File: src/rtl/alu_muldiv_unit.sv
// rtl/alu_muldiv_unit.sv - single-cycle ALU with registered result plus iterative RV32M mul/div
// Iterative mul/div (ops 10-17) is compiled only when ALU_MULDIV_EN is defined.
module alu_muldiv_unit #(
    parameter int WIDTH = 32,
    parameter int SHW   = $clog2(WIDTH)
) (
    input  logic             clk,
    input  logic             rst_n,
    input  logic             flush,
    input  logic             in_valid,
    output logic             in_ready,
    input  logic [WIDTH-1:0] A,
    input  logic [WIDTH-1:0] B,
    input  logic [4:0]       alu_op,
    output logic             out_valid,
    output logic [WIDTH-1:0] C,
    output logic             busy
);
    logic [SHW-1:0]   shamt;
    logic [WIDTH-1:0] quick_res;
    logic             accept;
    logic             is_iter;

    assign shamt  = B[SHW-1:0];
    assign accept = in_valid && in_ready && !flush;

`ifdef ALU_MULDIV_EN
    localparam logic [WIDTH-1:0] ONES = '1;
    localparam logic [WIDTH-1:0] MIN  = {1'b1, {(WIDTH-1){1'b0}}};

    typedef enum logic [1:0] {IDLE, MUL, DIV, DONE} state_t;
    state_t             state, state_nx;
    logic [SHW-1:0]     cnt;
    logic [WIDTH-1:0]   hi, lo, opb;
    logic [4:0]         op_q;
    logic               neg_q;
    logic               div_zero, div_ovf, is_mul, is_div, sa, sb, last, done_take;
    logic [WIDTH:0]     mul_sum, div_shift, div_diff;
    logic [2*WIDTH-1:0] mul_full;
    logic [WIDTH-1:0]   div_sel, done_res;

    assign div_zero = (B == '0);
    assign div_ovf  = (A == MIN) && (B == ONES);
    assign is_mul   = (alu_op >= 5'd10) && (alu_op <= 5'd13);
    assign is_div   = (alu_op >= 5'd14) && (alu_op <= 5'd17);
    // Divide-by-zero and signed overflow (div/rem are the even codes) bypass the FSM.
    assign is_iter  = is_mul || (is_div && !div_zero && !(div_ovf && !alu_op[0]));
    assign sa = A[WIDTH-1] && (alu_op == 5'd11 || alu_op == 5'd12 || alu_op == 5'd14 || alu_op == 5'd16);
    assign sb = B[WIDTH-1] && (alu_op == 5'd11 || alu_op == 5'd14 || alu_op == 5'd16);
    assign last = (cnt == SHW'(WIDTH - 1));
`else
    assign is_iter  = 1'b0;
    assign in_ready = 1'b1;
    assign busy     = 1'b0;
`endif

    always_comb begin
        quick_res = '0;
        case (alu_op)
            5'd0:    quick_res = A + B;
            5'd1:    quick_res = A << shamt;
            5'd2:    quick_res = {{(WIDTH-1){1'b0}}, $signed(A) < $signed(B)};
            5'd3:    quick_res = {{(WIDTH-1){1'b0}}, A < B};
            5'd4:    quick_res = A ^ B;
            5'd5:    quick_res = A >> shamt;
            5'd6:    quick_res = $unsigned($signed(A) >>> shamt);
            5'd7:    quick_res = A | B;
            5'd8:    quick_res = A & B;
            5'd9:    quick_res = A - B;
`ifdef ALU_MULDIV_EN
            // Only the divide special cases consume these.
            5'd14:   quick_res = div_zero ? ONES : A;
            5'd15:   quick_res = ONES;
            5'd16:   quick_res = div_zero ? A : '0;
            5'd17:   quick_res = A;
`endif
            default: quick_res = '0;
        endcase
    end

`ifdef ALU_MULDIV_EN
    always_ff @(posedge clk or negedge rst_n) begin
        if (!rst_n) state <= IDLE;
        else        state <= state_nx;
    end

    always_comb begin
        state_nx = state;
        if (flush) begin
            state_nx = IDLE;
        end else begin
            case (state)
                IDLE:     if (in_valid && is_iter) state_nx = is_mul ? MUL : DIV;
                MUL, DIV: if (last) state_nx = DONE;
                DONE:     state_nx = IDLE;
                default:  state_nx = IDLE;
            endcase
        end
    end

    always_comb begin
        in_ready  = (state == IDLE);
        busy      = (state != IDLE);
        done_take = (state == DONE) && !flush;
    end

    // hi/lo double as accumulator/multiplier for MUL and remainder/quotient for DIV.
    assign mul_sum   = {1'b0, hi} + (lo[0] ? {1'b0, opb} : '0);
    assign div_shift = {hi, lo[WIDTH-1]};
    assign div_diff  = div_shift - {1'b0, opb};

    always_ff @(posedge clk or negedge rst_n) begin
        if (!rst_n) begin
            cnt   <= '0;
            hi    <= '0;
            lo    <= '0;
            opb   <= '0;
            op_q  <= '0;
            neg_q <= 1'b0;
        end else if (accept && is_iter) begin
            cnt   <= '0;
            hi    <= '0;
            lo    <= sa ? -A : A;
            opb   <= sb ? -B : B;
            op_q  <= alu_op;
            neg_q <= (alu_op == 5'd16 || alu_op == 5'd17) ? sa : (sa ^ sb);
        end else if (state == MUL) begin
            cnt <= cnt + 1'b1;
            hi  <= mul_sum[WIDTH:1];
            lo  <= {mul_sum[0], lo[WIDTH-1:1]};
        end else if (state == DIV) begin
            cnt <= cnt + 1'b1;
            if (!div_diff[WIDTH]) begin
                hi <= div_diff[WIDTH-1:0];
                lo <= {lo[WIDTH-2:0], 1'b1};
            end else begin
                hi <= div_shift[WIDTH-1:0];
                lo <= {lo[WIDTH-2:0], 1'b0};
            end
        end
    end

    assign mul_full = neg_q ? -{hi, lo} : {hi, lo};
    assign div_sel  = (op_q == 5'd14 || op_q == 5'd15) ? lo : hi;

    always_comb begin
        done_res = neg_q ? -div_sel : div_sel;
        if (op_q == 5'd10)      done_res = mul_full[WIDTH-1:0];
        else if (op_q <= 5'd13) done_res = mul_full[2*WIDTH-1:WIDTH];
    end
`endif

    always_ff @(posedge clk or negedge rst_n) begin
        if (!rst_n) begin
            out_valid <= 1'b0;
            C         <= '0;
        end else begin
            out_valid <= 1'b0;
            if (accept && !is_iter) begin
                out_valid <= 1'b1;
                C         <= quick_res;
            end
`ifdef ALU_MULDIV_EN
            else if (done_take) begin
                out_valid <= 1'b1;
                C         <= done_res;
            end
`endif
        end
    end
endmodule

File: config.mk
export PLATFORM = sky130hd
export DESIGN_NAME = alu_muldiv_unit
export DESIGN_NICKNAME = d
export VERILOG_FILES = /design/src/rtl/alu_muldiv_unit.sv
export SDC_FILE = /design/constraint.sdc
export NUM_CORES = 1
export LEC_CHECK = 0
export CAP_MARGIN = 25
export CORE_MARGIN = 10
export CORE_UTILIZATION = 40
export DETAILED_ROUTE_END_ITERATION = 8
export PLACE_DENSITY_LB_ADDON = 0.3
export SKIP_CTS_REPAIR_TIMING = 1
export SYNTH_ARGS = -nofsm -noshare
export SYNTH_HDL_FRONTEND = slang
export SYNTH_SLANG_ARGS = --single-unit
File: constraint.sdc
create_clock -name clk -period 1.7 [get_ports clk]
set_clock_uncertainty 0.15 [all_clocks]
set_input_delay 0.34 -clock clk [delete_from_list [all_inputs] [get_ports clk]]
set_output_delay 0.34 -clock clk [all_outputs]
set_load 0.01 [all_outputs]
== After elaboration in Yosys (flattened, before gate mapping) ==
Cells that the tools add are included.
Cells by class
  reductions and logical operators: 3
  bitwise operators: 3
  add/subtract/negate cells: 2
  shift operators: 3
  $lt $le $gt $ge: 2
  eq/ne operators: 9
  mux-type cells: 2
Operators with widths (count)
  $pmux W32 S10: 1
  $lt A32 B32 Y1: 2
  $add A32 B32 Y32: 1
  $and A32 B32 Y32: 1
  $or A32 B32 Y32: 1
  $shl A32 B5 Y32: 1
  $shr A32 B5 Y32: 1
  $sshr A32 B5 Y32: 1
  $sub A32 B32 Y32: 1
  $xor A32 B32 Y32: 1
  $eq A5 B3 Y1 const B: 4
  $eq A5 B2 Y1 const B: 2
  $eq A5 B4 Y1 const B: 2
  $eq A5 B1 Y1 const B: 1
  $logic_not A5 Y1: 1
  $logic_and A1 B1 Y1: 1
  $logic_not A1 Y1: 1
  $mux W1: 1
Word-level totals
  logic and storage cells: 26
  output and inout bits: 35
  input port bits: 73
  bits in registers: 33

== Depth between registers and ports, before layout ==
  depth in word-level cells: 3
  depth in mapped cells: 15
  mapped depth without buffers: 12

== Worst setup path after synthesis ==
Ideal clock, no wire load.
  kind: in2reg
  from: input port B[2]
  to: register C[28]
  stages on the path: 15
  path buffers: 4
  library setup time: 0.124 ns
  path slack: -2.073 ns
  required time: 1.426 ns
  arrival: 3.499 ns
  path through: clkbuf_1 > inv_2 > buf_2 > buf_1 > ha_1 > buf_4 > o21bai_1 > a21oi_1 > o311ai_0 > a21oi_1 > o211ai_1 > a211o_1 > nand2_1 > a221o_1 > o31a_1
On the way
  word-level cells in the longest chain between the ends: 2
  elaborated cells between the ends (all ways): 6
  those cells by class: add/sub: 2; shift: 3; mux: 1
RTL lines
  start: declaration: line 13  | input logic [WIDTH-1:0] B,
  $sub A32 B32 Y32, or another cell as far along: line 69  | 5'd9: quick_res = A - B;
  $pmux W32 S10 *: line 59  | case (alu_op)
  end signal: assignment: line 161  | C <= quick_res;
  end: declaration: line 16  | output logic [WIDTH-1:0] C,
Every way passes the cells marked *; elsewhere a longest branch is shown, timed or not.
A chain may end at the register's enable or synchronous reset.

== Final worst setup path ==
  from: input port B[0]
  to: register C[28]
Same word-level chain as after synthesis.

==> flow_summary.yaml <==
setup_path:
  path_delay_family: "compound AO/OA/AOI/OAI gates"
  path_class: "primary input to flip-flop"
  r2r-end: "C[28]$_DFFE_PN0P_"
  cp_num_cells: 13
  critPathCaptureType: "flip-flop"
  worst-path-buf-inv: 2
  critPathSlowestCell: "a2111oi_4"
  slowest_delay_ns: 0.43
  crit_required_ns: 1.72
  cp_max_fo: 4
  critPathLaunchType: "primary input"
  crit_chain: "buf_12 -> ha_4 -> inv_2 -> fa_2 -> and2b_1 -> o21ai_2 -> a211oi_4 -> o21ai_4 -> a2111oi_4 -> o21ai_2 -> o2111a_1 -> a221o_1 -> o31a_1"
  r2r_slack_ns: -0.58
  r2r_start: "C[28]$_DFFE_PN0P_"
  path_common_cell: "o21ai_2"
  worst-r2r-cell-count: 8
  worst_ep_arrival_time_ns: 3.16
clocking:
  clock-sinks: 33
  clk_pin_slew_ns: 0.06
  cts_buffer_depth: 2
  cts_tree: "yes"
  cts_inserted_buffers: 5
  clock-root-buffer: "clkbuf_16"
  cts.htree.levels: 2
  clk_latency_ns: 0.28
sta:
  fin_tns_setup_ns: -34.32
  fmax_mhz: 319
  rsz0062_at_grt: "true"
  period_minus_slack_ns: 3.14
  setup_viol: 32
  worst_slew_pin_slew_ns: 0.776
  final_max_slew_viol_count: 0
  period_share_pct: 185
  relSlewSlack_pct: 47.7
  hold_slack_ns: 0.277
  timing.final.hold_violations: 0
  setup_ws_ns: -1.44
synthesis:
  synth_edf_count: 0
  synth_flop_cell: "dfrtp_1"
  post_synth.cell_area_avg_um2: 7.46
  synth_nets: 1525
  netlist_instances: 1349
  synthArstFlopShare_pct: 100
  ys_ff_latch: 33
  ys_seq_area_share_pct: 8.21
  synth.most_common_cell: "nor2_1"
  yosysWarnings: 0
  yosysTopAreaCell: "mux4_2"
  synth_common_cells: "nor2_1 (173), a21oi_1 (113), nand2_1 (110)"
  yosysUniqueCellTypes: 80
  synth.area.top_cells: "mux4_2 (13%), ha_1 (13%), dfrtp_1 (8.2%), nor2_1 (6.5%), a21oi_1 (5.6%)"
  syn_area_um2: 10100
  yosysTopAreaCellShare_pct: 13.4
global_route:
  antenna_found_initial: 1
  grt_use_total_pct: 34.1
  gr-total-overflow: 0
  grt_pass1_wl_um: 82200
  grt_max_degree: 71
  grt_pass1_vias: 13200
floorplanning:
  die_w_um: 179
  die_h_um: 179
  die_area_um2: 31900
  rows: 57
  start_util_pct: 41.0
  core_area_um2: 24500
  ioPinCount: 108
placed_design:
  post-dp-hpwl_um: 47600
  placed_cells: 2225
  gp_congestion: 1.06
  place_area_um2: 15400
  io_buffers: 105
route:
  routed-via-count: 14400
  viasPerCell: 6.36
  drt_iter0_markers: 1813
  drt-pass1-iter-count: 5
  ant_nets: 0
  wl_per_cell_um: 26.2
  drc_errors: 0
  drt_wl_total_um: 59300
pwr:
  finalPower_mw: 7.59
  p_leak_nw: 8.33
  power_density_nw_per_um2: 432
  vdd_ir_drop_max_v: 0.000545
run_status:
  status: "finished with violations"
  violations: "negative setup slack"
layout:
  stdcell_count: 2262
  drive_gt1_share_pct: 49.3
  nNetsFinal: 2112
  fin_area_um2: 17600
  area_delta_synth_final_pct: 74.6
hold_path:
  hold_path.class: "primary input to asynchronous set/reset pin"
job:
  drv_cap: 0
[routing by layer]
| layer | GRT usage [%] | up-vias | share of wire [%] |
|---|---|---|---|
| met5 | 0 | - | 0 |
| met4 | 11.2 | 0 | 4.6 |
| met3 | 4.46 | 204 | 9.7 |
| met2 | 53.5 | 969 | 45 |
| met1 | 47.2 | 6962 | 41 |
| li1 | - | 6256 | - |
[power by group]
| group | internal (mW) | total, mW | leakage, nW | switching (mW) |
|---|---|---|---|---|
| Combinational | 2.67 | 5.60 | 7.79 | 2.93 |
| Clock | 0.734 | 1.13 | 0.0841 | 0.400 |
| Sequential | 0.832 | 0.856 | 0.453 | 0.0247 |
| Total | 4.23 | 7.59 | 8.33 | 3.35 |
[worst register-to-register path, cell delays in order (launching register included)]
cell,delay [ns]
dfrtp_1,0.39
nand2_1,0.15
o21ai_0,0.12
a221oi_1,0.22
buf_4,0.17
o211ai_1,0.09
nor3_1,0.16
o21ai_0,0.31
o31a_1,0.40
[flip-flops by register name (all words and copies together) (netlist names)]
| signal | count |
|---|---|
| C | 32 |
| out_valid | 1 |
[kinds of logic after synthesis]
group	Yosys count	share of synthesized area, %
AO/OA/AOI/OAI	456	31.3
AND/OR/NAND/NOR	419	18.7
buffers and inverters	208	8.63
multiplexers	116	19.1
adder cells (fa/ha/maj)	103	13.0
flip-flops	33	8.21
XOR/XNOR	12	1.04
other	2	0.0746
[layout make-up]
class	count	area (µm²)
Timing Repair Buffer	687	5810
Sequential cell	33	826
Tap cell	324	405
Clock buffer	7	143
Inverter	101	422
Clock inverter	1	30.0
Antenna cell	1	2.50
Fill cell	1922	6970
Multi-Input combinational cell	1108	9930
[layout by cell type (no fill, tap or decap), types with 12 or more instances in the layout]
cell             count
buf_4              537
nand4_1             12
a21oi_2             31
nor2_1             154
inv_2               28
o21ai_0             49
nor2_2              13
buf_6               37
o21ai_1             27
dlymetal6s2s_1      55
ha_1                63
mux4_2              60
a221oi_1            12
inv_1               61
o211ai_1            20
buf_12              12
nand2_1            103
o22ai_1             14
clkdlybuf4s50_1     30
a21o_1              17
a221oi_2            14
nor3_1              24
ha_4                28
mux2i_1             38
dfrtp_1             33
nand3_1             26
o21bai_1            14
a21oi_1             77
o221ai_1            15
[how the worst max path moves through the flow]
stage               startpoint           endpoint  slack, ns
finish                    B[0]  C[28]$_DFFE_PN0P_      -1.44
CTS                       A[0]  C[16]$_DFFE_PN0P_      -1.90
floorplan                 B[2]  C[28]$_DFFE_PN0P_      -1.41
detailed placement        A[0]  C[16]$_DFFE_PN0P_      -2.19
global route              B[0]  C[28]$_DFFE_PN0P_      -1.48
global placement          A[0]  C[16]$_DFFE_PN0P_      -2.14
[stage by stage]
step / util, % / setup WS, ns
floorplan: - / -1.41
global placement: 62.7 / -2.14
detailed placement: 62.7 / -2.19
CTS: 63.5 / -1.90
global route: 71.6 / -1.48
finish: 71.6 / -1.44
Power figures use the tool's default switching activity.
